$ cat src/rtl/peribus_hub.sv
// Peripheral hub: decodes a host word address onto NUM_SLOTS slots plus four
// interrupt control registers. Define PERIBUS_IRQ_LATCH_EN for edge-latched PENDING.
module peribus_hub #(
  parameter int unsigned NUM_SLOTS  = 8,
  parameter int unsigned SLOT_WORDS = 4,
  parameter int unsigned ADDR_WIDTH = 8,
  parameter int unsigned DATA_WIDTH = 16
) (
  input  logic                              clock,
  input  logic                              reset,
  input  logic [ADDR_WIDTH-1:0]             addr,
  input  logic [DATA_WIDTH-1:0]             write_data,
  input  logic                              write_enable,
  input  logic                              read_enable,
  output logic [DATA_WIDTH-1:0]             read_data,
  output logic                              read_valid,
  output logic                              error,
  output logic                              irq,
  output logic [NUM_SLOTS-1:0]              slot_chipselect,
  output logic [$clog2(SLOT_WORDS)-1:0]     slot_addr,
  output logic [DATA_WIDTH-1:0]             slot_write_data,
  output logic                              slot_write_en,
  output logic                              slot_read_en,
  input  logic [NUM_SLOTS*DATA_WIDTH-1:0]   slot_read_data,
  input  logic [NUM_SLOTS-1:0]              slot_irq
);

  localparam int unsigned SLOT_AW = $clog2(SLOT_WORDS);
  localparam int unsigned IDX_W   = ADDR_WIDTH - SLOT_AW;
  localparam logic [ADDR_WIDTH-1:0] CTRL_BASE = ADDR_WIDTH'(NUM_SLOTS * SLOT_WORDS);

  logic                  in_slot, in_ctrl, collide, rejected, acc_rd, acc_wr;
  logic [ADDR_WIDTH-1:0] ctrl_off_full;
  logic [1:0]            ctrl_off;
  logic [IDX_W-1:0]      slot_idx;

  logic [NUM_SLOTS-1:0]  pending_q, pending_d, enable_q, enable_d, active;
  logic [DATA_WIDTH-1:0] read_data_q, read_data_d, slot_sel, ctrl_rd, vector;
  logic                  read_valid_q, read_valid_d, error_q, error_d, irq_q, irq_d;
  logic                  found;

  // Address decode and strobe gating
  always_comb begin
    in_slot       = addr < CTRL_BASE;
    ctrl_off_full = addr - CTRL_BASE;
    in_ctrl       = !in_slot && (ctrl_off_full < ADDR_WIDTH'(4));
    ctrl_off      = ctrl_off_full[1:0];
    slot_idx      = addr[ADDR_WIDTH-1:SLOT_AW];
    slot_chipselect = '0;
    for (int unsigned k = 0; k < NUM_SLOTS; k++) begin
      slot_chipselect[k] = in_slot && (slot_idx == IDX_W'(k));
    end
    collide  = write_enable && read_enable;
    rejected = (write_enable || read_enable) && (collide || !(in_slot || in_ctrl));
    acc_rd   = read_enable  && !collide && (in_slot || in_ctrl);
    acc_wr   = write_enable && !collide && (in_slot || in_ctrl);
  end

  assign slot_addr       = addr[SLOT_AW-1:0];
  assign slot_write_data = write_data;
  assign slot_write_en   = acc_wr && in_slot && !reset;
  assign slot_read_en    = acc_rd && in_slot && !reset;

  // Read mux and lowest-index vector
  always_comb begin
    active = pending_q & enable_q;
    vector = '1;
    found  = 1'b0;
    for (int unsigned k = 0; k < NUM_SLOTS; k++) begin
      if (!found && active[k]) begin
        vector = DATA_WIDTH'(k);
        found  = 1'b1;
      end
    end
    slot_sel = '0;
    for (int unsigned k = 0; k < NUM_SLOTS; k++) begin
      if (slot_chipselect[k]) slot_sel = slot_read_data[k*DATA_WIDTH +: DATA_WIDTH];
    end
    case (ctrl_off)
      2'd0:    ctrl_rd = DATA_WIDTH'(pending_q);
      2'd1:    ctrl_rd = DATA_WIDTH'(enable_q);
      2'd2:    ctrl_rd = '0;
      default: ctrl_rd = vector;
    endcase
  end

  always_comb begin
    enable_d = enable_q;
    if (acc_wr && in_ctrl && ctrl_off == 2'd1) enable_d = write_data[NUM_SLOTS-1:0];
    read_data_d = read_data_q;
    if (acc_rd)        read_data_d = in_slot ? slot_sel : ctrl_rd;
    else if (rejected) read_data_d = '0;
    read_valid_d = acc_rd;
    error_d      = rejected;
    irq_d        = |active;
  end

`ifdef PERIBUS_IRQ_LATCH_EN
  logic [NUM_SLOTS-1:0] irq_hist_q, irq_hist_d, clear_mask;

  // A fresh rising edge overrides a simultaneous CLEAR of the same bit
  always_comb begin
    clear_mask = '0;
    if (acc_wr && in_ctrl && ctrl_off == 2'd2) clear_mask = write_data[NUM_SLOTS-1:0];
    pending_d  = (pending_q & ~clear_mask) | (slot_irq & ~irq_hist_q);
    irq_hist_d = slot_irq;
  end

  always_ff @(posedge clock) begin
    if (reset) irq_hist_q <= '0;
    else       irq_hist_q <= irq_hist_d;
  end
`else
  always_comb begin
    pending_d = slot_irq;
  end
`endif

  always_ff @(posedge clock) begin
    if (reset) begin
      pending_q    <= '0;
      enable_q     <= '0;
      read_data_q  <= '0;
      read_valid_q <= 1'b0;
      error_q      <= 1'b0;
      irq_q        <= 1'b0;
    end else begin
      pending_q    <= pending_d;
      enable_q     <= enable_d;
      read_data_q  <= read_data_d;
      read_valid_q <= read_valid_d;
      error_q      <= error_d;
      irq_q        <= irq_d;
    end
  end

  assign read_data  = read_data_q;
  assign read_valid = read_valid_q;
  assign error      = error_q;
  assign irq        = irq_q;

endmodule

$ cat config.mk
export PLATFORM = sky130hd
export DESIGN_NAME = peribus_hub
export DESIGN_NICKNAME = d
export VERILOG_FILES = /design/src/rtl/peribus_hub.sv
export SDC_FILE = /design/constraint.sdc
export NUM_CORES = 1
export LEC_CHECK = 0
export BUFFER_PORTS_ARGS = -buffer_cell sky130_fd_sc_hd__buf_2
export CAP_MARGIN = 20
export CORE_MARGIN = 2
export CORE_UTILIZATION = 43
export DETAILED_ROUTE_END_ITERATION = 10
export GPL_ROUTABILITY_DRIVEN = 0
export GPL_TIMING_DRIVEN = 0
export PLACE_DENSITY = 0.87
export SLEW_MARGIN = 5
export SYNTH_ARGS = -nofsm -noshare
export SYNTH_HDL_FRONTEND = slang
export SYNTH_SLANG_ARGS = --single-unit
$ cat constraint.sdc
create_clock -name clock -period 2.8 [get_ports clock]
set_input_delay 0.14 -clock clock [delete_from_list [all_inputs] [get_ports clock]]
set_output_delay 0.14 -clock clock [all_outputs]
set_load 0.01 [all_outputs]
Word-level counts from Yosys, hierarchy flattened
Index checks and enable logic that the tools add are counted.
{"block": "word_totals", "regBits": 35, "input_bits": 164, "out_inout_bits": 47}
{"block": "op_classes", "n_addsub": 1, "order_cmp": 2, "n_eq_ne": 9, "muxes": 27, "bitwise": 1, "n_reduce_logical": 46}
{"cell": "16-bit two-way mux", "count": 19}
{"cell": "16-bit one-hot mux with 3 select lines", "count": 1}
{"cell": "1-bit logical AND", "count": 28}
{"cell": "6-bit by 3-bit equality test with 1-bit output, second input constant", "count": 4}
{"cell": "6-bit by 2-bit equality test with 1-bit output, second input constant", "count": 2}
{"cell": "1-bit zero test", "count": 11}
{"cell": "8-bit AND", "count": 1}
{"cell": "8-bit by 3-bit < comparator with 1-bit output, second input constant", "count": 1}
{"cell": "8-bit by 6-bit < comparator with 1-bit output, second input constant", "count": 1}
{"cell": "8-bit OR reduction", "count": 1}
{"cell": "8-bit by 6-bit subtractor with 8-bit output, second input constant", "count": 1}
{"cell": "1-bit two-way mux", "count": 7}
{"cell": "6-bit by 1-bit equality test with 1-bit output, second input constant", "count": 1}
{"cell": "6-bit zero test", "count": 1}
{"cell": "1-bit logical OR", "count": 3}
{"cell": "2-bit by 1-bit equality test with 1-bit output, second input constant", "count": 1}
{"cell": "2-bit equality test, second input constant", "count": 1}
{"cell": "2-bit zero test", "count": 1}
{"cell": "2-bit nonzero test", "count": 1}

Logic depth before layout (Yosys ltp)
Gate-level depths: netlist of run 1.
{"block": "depth", "word_depth": 26, "ltp_mapped": 8, "ltp_nobuf": 7}

Least setup slack after synthesis of run 1
OpenSTA, ideal clock, no wires.
{"block": "synth_path", "path_type": "input -> register", "startpoint": "input addr[2]", "endpoint": "register read_data_q[3] (netlist: read_data[3])", "arrival_time_ps": 1908, "required_time_ps": 2740, "path_slack_ps": 832, "path_stages": 6, "n_path_buf": 1, "cell_sequence": "or2_1 clkbuf_1 o41a_1 or4b_4 nor2_1 a221o_1"}
{"block": "synth_between", "elab_chain_len": 12, "word_cells_on_any_way": 37, "classes_between": "1 x add/sub; 2 x order compare; 7 x eq/ne; 10 x mux; 17 x reduce/logical"}
{"item": "start, declared", "line_no": "11", "text": "input logic [ADDR_WIDTH-1:0] addr,"}
{"item": "8-bit by 6-bit < comparator with 1-bit output / 6-bit zero test (equally long branches)", "line_no": "44, 51"}
{"item": "1-bit logical AND", "line_no": "51", "text": "slot_chipselect[k] = in_slot && (slot_idx == IDX_W'(k));"}
{"item": "16-bit two-way mux (8 in series)", "line_no": "77", "text": "if (slot_chipselect[k]) slot_sel = slot_read_data[k*DATA_WIDTH +: DATA_WIDTH];"}
{"item": "16-bit two-way mux (2 in series)", "line_no": "91", "text": "if (acc_rd) read_data_d = in_slot ? slot_sel : ctrl_rd;"}
{"item": "end signal, assigned", "line_no": "130", "text": "read_data_q <= read_data_d;"}
{"item": "end, declared", "line_no": "38", "text": "logic [DATA_WIDTH-1:0] read_data_q, read_data_d, slot_sel, ctrl_rd, vector;"}
Several ways; a longest one is shown, not always the timed one.
A chain may end at the register's enable or synchronous reset.

Worst setup path in the final report of run 1
{"block": "layout_path", "startpoint": "input addr[2]", "endpoint": "output slot_read_en"}
{"block": "layout_between", "elab_chain_len": 7, "word_cells_on_any_way": 9, "classes_between": "1 x add/sub; 2 x order compare; 6 x reduce/logical"}
{"item": "8-bit by 6-bit subtractor with 8-bit output / 8-bit by 6-bit < comparator with 1-bit output (equally long branches)", "line_no": "45, 44"}
{"item": "8-bit by 3-bit < comparator with 1-bit output / 1-bit zero test (equally long branches)", "line_no": "46", "text": "in_ctrl = !in_slot && (ctrl_off_full < ADDR_WIDTH'(4));"}
{"item": "1-bit logical AND", "line_no": "46"}
{"item": "1-bit logical OR", "line_no": "55", "text": "acc_rd = read_enable && !collide && (in_slot || in_ctrl);"}
{"item": "1-bit logical AND", "line_no": "55"}
{"item": "1-bit logical AND (*) (2 in series)", "line_no": "62", "text": "assign slot_read_en = acc_rd && in_slot && !reset;"}
{"item": "end, declared", "line_no": "23", "text": "output logic slot_read_en,"}
Every way passes the cells marked *; elsewhere a longest branch is shown, timed or not.

==> results of run 1 <==
-- layer usage --
layer  vias up  track usage (%)  share of wire [%]
met5         -                0                  0
met4         0             13.8                3.5
met3        37             7.39                9.0
met2       218             50.6                 48
met1      1558             34.2                 39
li1       1596                -                  -
-- final timing paths --
path,from,end,slack [ns],cells after the start
min reg2reg,read_data[5]$_SDFFE_PP0P_,read_data[5]$_SDFFE_PP0P_,0.48,1
max,addr[2],slot_read_en,0.54,7
min,slot_irq[1],pending_q[1]$_SDFF_PP0_,0.06,2
max reg2reg,enable_q[2]$_SDFFE_PP0P_,read_data[5]$_SDFFE_PP0P_,0.93,5
-- power by group through the flow --
stage | clock, µW | combinational (µW) | sequential (µW)
floorplan | 0 | 187 | 524
global placement | 0 | 353 | 524
detailed placement | 0 | 363 | 524
CTS | 474 | 365 | 513
global route | 498 | 402 | 514
finish | 471 | 367 | 513
-- cell usage after synthesis, types with 4 or more instances --
master                     instances
sky130_fd_sc_hd__o211ai_1          4
sky130_fd_sc_hd__a22oi_1           6
sky130_fd_sc_hd__buf_4            18
sky130_fd_sc_hd__dfxtp_1          35
sky130_fd_sc_hd__a221oi_1         19
sky130_fd_sc_hd__clkbuf_1         21
sky130_fd_sc_hd__a32o_1            6
sky130_fd_sc_hd__o21ai_0          19
sky130_fd_sc_hd__a22o_1           12
sky130_fd_sc_hd__nor3_1            5
sky130_fd_sc_hd__nor2b_1          13
sky130_fd_sc_hd__mux2i_1          28
sky130_fd_sc_hd__nand2_1          12
sky130_fd_sc_hd__nor2_1           39
sky130_fd_sc_hd__mux4_2            8
sky130_fd_sc_hd__inv_1             5
sky130_fd_sc_hd__a21oi_1          13
-- critical path: cells and delay by family --
kind	cells	cell delay, ns
AND/OR/NAND/NOR	3	0.96
AO/OA/AOI/OAI	1	0.53
buffers and inverters	3	0.49
-- through the flow --
| step | utilization, % | total power, µW |
|---|---|---|
| final | 65.2 | 1350 |
| after global routing | 65.2 | 1410 |
| after CTS | 65.2 | 1350 |
| after detailed placement | 63.2 | 887 |
| after global placement | 63.1 | 877 |
| after floorplan | - | 711 |
-- area by class of cell --
| class | count | share of cell area, % |
|---|---|---|
| plain buffers | 43 | 5.96 |
| repair buffers | 201 | 26.1 |
| multi-input cells | 229 | 43.9 |
| flip-flops and latches | 35 | 18.2 |
| well taps | 75 | 2.43 |
| clock inverters | 2 | 0.908 |
| inverters | 5 | 0.486 |
| clock buffers | 6 | 2.14 |
-- registers in the layout (all words and copies together) (netlist names) --
register	cells
pending_q	8
irq	1
read_valid	1
read_data	16
enable_q	8
error	1
-- cells in the final DEF (no fill, tap or decap), types with 2 or more instances in the layout --
cell type and instances:
sky130_fd_sc_hd__o22ai_1 3, sky130_fd_sc_hd__o221ai_1 3, sky130_fd_sc_hd__mux2_2 3, sky130_fd_sc_hd__a221o_1 3
sky130_fd_sc_hd__nor4b_1 2, sky130_fd_sc_hd__buf_2 202, sky130_fd_sc_hd__a22oi_1 6, sky130_fd_sc_hd__clkbuf_1 21
sky130_fd_sc_hd__buf_1 3, sky130_fd_sc_hd__and3_1 3, sky130_fd_sc_hd__clkbuf_8 6, sky130_fd_sc_hd__a221oi_1 19
sky130_fd_sc_hd__nor2b_1 13, sky130_fd_sc_hd__inv_1 5, sky130_fd_sc_hd__nand2_1 12, sky130_fd_sc_hd__nor4_1 3
sky130_fd_sc_hd__buf_4 18, sky130_fd_sc_hd__a32o_1 6, sky130_fd_sc_hd__nand2b_1 3, sky130_fd_sc_hd__dfxtp_1 35
sky130_fd_sc_hd__nor3_1 5, sky130_fd_sc_hd__a31oi_1 2, sky130_fd_sc_hd__a21oi_1 13, sky130_fd_sc_hd__nor2_1 39
sky130_fd_sc_hd__mux2i_1 28, sky130_fd_sc_hd__o21ai_0 19, sky130_fd_sc_hd__a22o_1 12, sky130_fd_sc_hd__a211oi_1 2
sky130_fd_sc_hd__o211ai_1 4, sky130_fd_sc_hd__o32ai_1 2, sky130_fd_sc_hd__mux4_2 8
-- logic make-up (layout without fill, tap and decap cells) --
| group | count (synthesis) | in the layout | share of synthesized area [%] |
|---|---|---|---|
| AOI/OAI and AO/OA | 98 | 98 | 27.6 |
| and+or+nand+nor | 90 | 90 | 17.0 |
| buffers and inverters | 48 | 257 | 9.42 |
| muxes | 39 | 39 | 18.7 |
| DFF | 35 | 35 | 26.5 |
| adders and majority gates | 1 | 1 | 0.473 |
| xor gates and xnor gates | 1 | 1 | 0.331 |
==> out/results.ini, run 1 <==
[worst_setup_path]
path_common_cell = sky130_fd_sc_hd__buf_2
setup.worst_path.end_class = primary output
timing.critical_path.slowest_stage_cell = sky130_fd_sc_hd__or4b_4
worst-endpoint-required_ns = 2.66
critical_path_class = in2out
worst-endpoint-arrival_ns = 2.12
timing.critical_path.fanout_max = 6
critical-path-max-stage-delay_ns = 0.56
start_kind = primary input
worstPathCellList = buf_2 > or2_1 > clkbuf_1 > o41a_1 > or4b_4 > nor2_1 > buf_2

[timing]
report.final.hold_viol_count = 0
timing_worst_slew_pin_value_ns = 0.662
setup-violations-final = 0
final.setup_skew_ns = 0.00588
timing.final.ws_setup_ns = 0.537
portion_of_the_clock_cycle_consumed_by_the_worst_path_in_the_final_layout_pct = 80.8
slew_viol_final = 0
fin_worst_hold_slack_ns = 0.0618
slew_limit_headroom_pct = 55.8
fin_crit_ns = 2.26
unrepaired_setup_endpoints_after_global_routing = false
totalNegativeSetupSlack_ns = 0
timing.fmax_mhz = 442

[cts]
tritoncts.num_buffers = 5
cts_hold_buffers = 0
clock_tree.htree_level_count = 2
cts-root-buf = sky130_fd_sc_hd__clkbuf_8
clkLatencyLatePin_ns = 0.29
clk_pin_slew_ns = 0.07
cts.path.max_buffers = 2
clock_sink_count = 35
post_cts_resized = 0
postCtsSetupRepairBufs = 0
tritoncts = built

[synthesis]
synth_seq_cells = 35
share_of_the_yosys_chip_area_belonging_to_registers_pct = 26.5
synth_cell_types = 46
synthesis.area_per_instance_um2 = 8.47
netlist.top_cell.by_area = sky130_fd_sc_hd__dfxtp_1
post_synth_inst_count = 312
synth_ff_type = sky130_fd_sc_hd__dfxtp_1
area_fraction_of_the_dominant_cell_type_after_synthesis_pct = 26.5
synth_warnings = 0
synth_area_um2 = 2640
number_of_synthesized_flops_with_an_enable_pin = 0
synth.top_cells.by_area = sky130_fd_sc_hd__dfxtp_1 27%, sky130_fd_sc_hd__mux2i_1 11%, sky130_fd_sc_hd__mux4_2 6.8%, sky130_fd_sc_hd__a221oi_1 6.3%, sky130_fd_sc_hd__nor2_1 5.5%
mappedNetlistNets = 477
async_reset_ff_share_pct = 0

[routing]
route.detailed.wl_per_inst_um = 17.3
routed-via-count = 3409
drt-total-wl_um = 10300
drcViolationCount = 0
detail_route.iter0.violations = 157
drt-vias-per-instance = 5.72
antenna_violating_nets_post_route = 0
drt_pass_1_iters = 5

[placed_design]
place.detailed.hpwl_um = 8560
worst_setup_slack_after_placement_ns = 0.324
place.detailed.instances = 588
post_dp_cell_area_um2 = 3740
port-buffer-count = 200

[hold_path]
class_of_the_most_critical_hold_timing_path = in2reg

[finish]
multi_input_area_um2 = 1690
ff_latch_area_um2 = 701
insertedDiodeCount = 0
area_growth_pct = 46.1
fillerInstances = 508
num-nets-final = 685
postLayoutCellArea_um2 = 3860
instances_no_fill = 596
share_of_layout_cells_above_drive_strength_1_pct = 46.6

[power_and_ir_drop]
irDropWorstVdd_v = 0.000295
total_leakage_power_uw = 0.00194
switchingPower_uw = 368
p_int_uw = 983
power.share.sequential_pct = 38.0
p_clk_share_pct = 34.9
power.share.switching_pct = 27.2
combinationalPowerShare_pct = 27.1
pwrdens_nw_per_um2 = 350

[floorplan]
die_h_um = 82.4
floorplan.die.width_um = 82.4
floorplan.initialDensity_pct = 44.6
core_area_um2 = 5920
ios = 211
number_of_cell_rows = 28
die_area_um2 = 6790

[outcome]
status = complete, no violations

[global_route]
via_count_of_the_first_global_routing_pass = 3252
gr-total-overflow = 0
initial_antenna_violation_count = 0
grt_start_max_net_pins = 12
grt_pass1_wl_um = 15000
grt.total_usage_pct = 29.5

[job]
max_cap_viol_count = 0

Note: power is estimated with default switching activity, not from simulation.
==> run 2: changes to the inputs <==
Settings changed: CORE_UTILIZATION 43 to 40, PLACE_DENSITY 0.87 to 0.82.
Clock period 2.8 ns to 2.3 ns, I/O delays scaled along.
==> out/results.ini, run 2 (synthesized netlist as in run 1, its figures left out) <==
[finish]
mostFrequentLayoutCell = sky130_fd_sc_hd__buf_2
fillerInstances = 583
postLayoutCellArea_um2 = 3870
area_growth_pct = 46.3
insertedDiodeCount = 0
largest_register_ff_count = 16
num-nets-final = 685
final_core_util_pct = 60.5
leading_cell_types_in_the_layout_fill_and_taps_excluded = 201 x sky130_fd_sc_hd__buf_2, 39 x sky130_fd_sc_hd__nor2_1, 35 x sky130_fd_sc_hd__dfxtp_1, 28 x sky130_fd_sc_hd__mux2i_1, 20 x sky130_fd_sc_hd__clkbuf_1
share_of_layout_cells_above_drive_strength_1_pct = 46.8
multi_input_area_um2 = 1690
ff_latch_area_um2 = 701

[worst_setup_path]
critical-path-max-stage-delay_ns = 0.57
timing.reg2reg.worst_path_depth = 5
setup.worst_path.end_class = primary output
worstPathCellList = buf_2 > or2_1 > clkbuf_1 > o41a_1 > or4b_4 > nor2_1 > buf_2
path_common_cell = sky130_fd_sc_hd__buf_2
start_kind = primary input
timing.critical_path.fanout_max = 6
worst-endpoint-required_ns = 2.18
timing.critical_path.slowest_stage_cell = sky130_fd_sc_hd__or4b_4
worst-endpoint-arrival_ns = 2.11
critical_path_class = in2out

[floorplan]
floorplan.die.width_um = 85.3
ios = 211
number_of_cell_rows = 29
die_h_um = 85.3
floorplan.initialDensity_pct = 41.4
die_area_um2 = 7270
core_area_um2 = 6390

[cts]
clkLatencyLatePin_ns = 0.29
tritoncts = built
cts-root-buf = sky130_fd_sc_hd__clkbuf_8
cts.path.max_buffers = 2
clock_sink_count = 35
clk_pin_slew_ns = 0.07
clock_tree.htree_level_count = 2
cts_hold_buffers = 0
tritoncts.num_buffers = 5
postCtsSetupRepairBufs = 0

[timing]
timing.fmax_mhz = 449
slew_limit_headroom_pct = 52.5
slew_viol_final = 0
final.setup_skew_ns = 0.00438
report.final.hold_viol_count = 0
fin_crit_ns = 2.23
unrepaired_setup_endpoints_after_global_routing = false
setup-violations-final = 0
timing_worst_slew_pin_value_ns = 0.708
portion_of_the_clock_cycle_consumed_by_the_worst_path_in_the_final_layout_pct = 96.8
fin_worst_hold_slack_ns = 0.0273

[routing]
drt-vias-per-instance = 5.61
routed-via-count = 3354
route.detailed.wl_per_inst_um = 16.9
antenna_violating_nets_post_route = 0
drcViolationCount = 0
drt_pass_1_iters = 5
drt-total-wl_um = 10100
detail_route.iter0.violations = 138

[placed_design]
place.detailed.hpwl_um = 8360
post_dp_cell_area_um2 = 3750
port-buffer-count = 200

[global_route]
gr-total-overflow = 0
grt_pass1_wl_um = 15200
via_count_of_the_first_global_routing_pass = 3260
grt_start_max_net_pins = 12
grt.total_usage_pct = 26.6
initial_antenna_violation_count = 0

[outcome]
status = complete, no violations

[power_and_ir_drop]
finalPower_uw = 1640
pwrdens_nw_per_um2 = 425
total_leakage_power_uw = 0.00194
irDropWorstVdd_v = 0.000396

[hold_path]
class_of_the_most_critical_hold_timing_path = in2reg
hold_path_depth = 2

[job]
max_cap_viol_count = 0

[run 2: what timing repair did]
action	in CTS	in global routing
gates resized for setup	0	2
endpoints found under the hold margin	0	0
endpoints found under the setup margin	0	5
[run 2: cell type report]
type / instances / area share [%]
multi-input cells: 229 / 43.8
repair buffers: 201 / 26.1
flip-flops and latches: 35 / 18.1
plain buffers: 43 / 5.99
well taps: 77 / 2.49
clock buffers: 6 / 2.14
clock inverters: 2 / 0.906
inverters: 5 / 0.485
[run 2: path summary, 6_finish.rpt]
path	startpoint	endpoint	slack, ns
max reg2reg	enable_q[2]$_SDFFE_PP0P_	read_data[5]$_SDFFE_PP0P_	0.47
max	addr[2]	slot_read_en	0.07
min reg2reg	read_data[1]$_SDFFE_PP0P_	read_data[1]$_SDFFE_PP0P_	0.47
min	slot_irq[5]	pending_q[5]$_SDFF_PP0_	0.03
[run 2: worst max-delay path: cells and delay by family]
family | cells | cell delay [ns]
simple gates | 3 | 1.00
buf+inv | 3 | 0.47
compound gates | 1 | 0.52
[run 2: routing by layer]
layer | share of wire [%] | up-vias | global-route usage [%] | routed length (µm)
met1 | 40 | 1544 | 31.1 | 4080
li1 | - | 1600 | - | -
met2 | 50 | 188 | 48.6 | 5040
met3 | 7.4 | 22 | 4.86 | 749
met5 | 0 | - | 0 | 0
met4 | 2.4 | 0 | 9.09 | 240
[run 2: where the power goes]
part	leakage [µW]	internal [µW]	switching, µW	total, µW
Sequential	0.000285	617	7.88	625
Clock	0.0000612	351	223	573
Combinational	0.00160	230	215	445
Total	0.00194	1200	446	1640
[run 2: per-stage QoR]
stage	cells	setup TNS (ns)	setup WS (ns)
6_report	598	0	0.0741
3_3_place_gp	589	-1.55	-0.171
3_5_place_dp	590	-1.35	-0.154
2_1_floorplan	312	0	0.357
4_1_cts	598	0	0.0906
5_1_grt	598	0	0.0215
==> run 3: changes to the inputs <==
Settings changed: CORE_UTILIZATION 40 to 35, PLACE_DENSITY 0.82 to 0.73.
==> out/results.ini, run 3 (synthesized netlist as in run 1, its figures left out) <==
[outcome]
status = complete, no violations

[routing]
drcViolationCount = 0
routed-via-count = 3393
drt-total-wl_um = 10500
drt-vias-per-instance = 5.48
drt_pass_1_iters = 5
route.detailed.wl_per_inst_um = 17.0
detail_route.iter0.violations = 190
antenna_violating_nets_post_route = 0

[global_route]
groute.layer.met1.usage_pct = 30.0
initial_antenna_violation_count = 0
gr-total-overflow = 0
via_count_of_the_first_global_routing_pass = 3335
grt_start_max_net_pins = 12
grt_pass1_wl_um = 16100
groute.layer.met2.usage_pct = 44.9
grt.total_usage_pct = 24.4
busiest_layer = met2
grt_use_met3_pct = 4.67

[worst_setup_path]
timing.reg2reg.worst_path_depth = 5
timing.critical_path.slowest_stage_cell = sky130_fd_sc_hd__or4b_4
critical_path_class = in2out
worst-endpoint-arrival_ns = 2.09
start_kind = primary input
critical-path-max-stage-delay_ns = 0.57
timing.critical_path.fanout_max = 6
crit-reg2reg-launch = enable_q[2]$_SDFFE_PP0P_
startpoint = addr[2]
worstPathCellList = buf_2 > or2_1 > clkbuf_1 > o41a_1 > or4b_4 > nor2_1 > buf_2
cp_top_family = simple AND/OR/NAND/NOR gates
setup.worst_path.end_class = primary output
path_depth = 7
worst-endpoint-required_ns = 2.18
path_common_cell = sky130_fd_sc_hd__buf_2
sum_of_buffers_and_inverters_on_the_critical_path = 3

[power_and_ir_drop]
irDropWorstVdd_v = 0.000326
finalPower_uw = 1640
power.share.sequential_pct = 38.2
p_clk_share_pct = 34.6
switchingPower_uw = 441
p_int_uw = 1200
total_leakage_power_uw = 0.00194
pwrdens_nw_per_um2 = 422
combinationalPowerShare_pct = 27.3
power.share.switching_pct = 26.9

[placed_design]
post_dp_cell_area_um2 = 3770
place.detailed.hpwl_um = 8680
worst_setup_slack_after_placement_ns = -0.224
port-buffer-count = 200

[finish]
postLayoutCellArea_um2 = 3890
num-nets-final = 684
area_growth_pct = 47.1
leading_cell_types_in_the_layout_fill_and_taps_excluded = 202 x sky130_fd_sc_hd__buf_2, 39 x sky130_fd_sc_hd__nor2_1, 35 x sky130_fd_sc_hd__dfxtp_1, 28 x sky130_fd_sc_hd__mux2i_1, 20 x sky130_fd_sc_hd__clkbuf_1
fillerInstances = 749
share_of_layout_cells_above_drive_strength_1_pct = 46.7
insertedDiodeCount = 0
largest_register_ff_count = 16
mostFrequentLayoutCell = sky130_fd_sc_hd__buf_2

[job]
max_cap_viol_count = 0

[floorplan]
number_of_cell_rows = 31
floorplan.die.width_um = 90.9
die_h_um = 90.9
ios = 211
die_area_um2 = 8260
floorplan.initialDensity_pct = 36.2
core_area_um2 = 7290

[cts]
cts-root-buf = sky130_fd_sc_hd__clkbuf_8
clkLatencyLatePin_ns = 0.28
postCtsSetupRepairBufs = 0
clk_pin_slew_ns = 0.07
tritoncts = built
clock_sink_count = 35
cts.path.max_buffers = 2
tritoncts.num_buffers = 5
clock_tree.htree_level_count = 2

[timing]
slew_viol_final = 0
final.setup_skew_ns = 0.00449
setup-violations-final = 0
report.final.hold_viol_count = 0
portion_of_the_clock_cycle_consumed_by_the_worst_path_in_the_final_layout_pct = 95.9
fin_crit_ns = 2.21
slew_limit_headroom_pct = 46.5
timing.final.ws_setup_ns = 0.0935
timing_worst_slew_pin_value_ns = 0.803
unrepaired_setup_endpoints_after_global_routing = false
timing.fmax_mhz = 453

[hold_path]
hold_path_depth = 2
min_from = slot_irq[5]
class_of_the_most_critical_hold_timing_path = in2reg

-- run 3: changes by cell type in the layout (fill, tap and decap cells not counted), sizes merged --
cell    change
clkbuf      -1
-- run 3: area by class of cell --
type                    count  area [µm²]  share of cell area [%]
clock buffers               6        82.6                    2.12
multi-input cells         229        1690                    43.6
repair buffers            201        1010                    25.9
inverters                   5        18.8                   0.483
clock inverters             2        35.0                   0.901
flip-flops and latches     35         701                    18.0
well taps                  99         124                    3.19
plain buffers              42         226                    5.83
-- run 3: worst reg2reg max path, cell delays in order, from the launching register on --
cell	delay (ns)
sky130_fd_sc_hd__dfxtp_1	0.41
sky130_fd_sc_hd__a22oi_1	0.16
sky130_fd_sc_hd__and4_1	0.24
sky130_fd_sc_hd__a31oi_1	0.45
sky130_fd_sc_hd__o21ai_0	0.19
sky130_fd_sc_hd__a32o_1	0.29
-- run 3: power groups by stage --
stage | logic [µW] | registers, µW | clock network, µW
final | 447 | 625 | 566
after detailed placement | 446 | 638 | 0
after floorplan | 228 | 638 | 0
after global routing | 489 | 626 | 606
after CTS | 448 | 624 | 582
after global placement | 437 | 638 | 0
-- run 3: final timing paths --
path / end / slack [ns]
setup / recovery: slot_read_en / 0.09
hold / removal: pending_q[5]$_SDFF_PP0_ / 0.04
hold reg to reg: read_data[1]$_SDFFE_PP0P_ / 0.47
setup reg to reg: read_data[7]$_SDFFE_PP0P_ / 0.46
-- run 3: timing repair --
action	4_1_cts	5_1_grt
gates resized for setup	0	0
endpoints found under the setup margin	0	10
hold buffers	0	0
-- run 3: through the flow --
stage	hold slack [ns]	TNS [ns]	instances	utilization, %
after floorplan	0.243	0	312	-
after global placement	0.330	-1.32	611	51.7
after detailed placement	0.328	-2.12	612	51.7
after CTS	0.0283	0	620	53.3
after global routing	0.0341	0	619	53.3
final	0.0369	0	619	53.3
-- run 3: layer usage --
layer	routed length, µm	share of wire, %	vias to the layer above
met4	64	0.61	0
met5	0	0	-
met3	925	8.8	8
met2	5270	50	183
li1	-	-	1599
met1	4250	40	1603
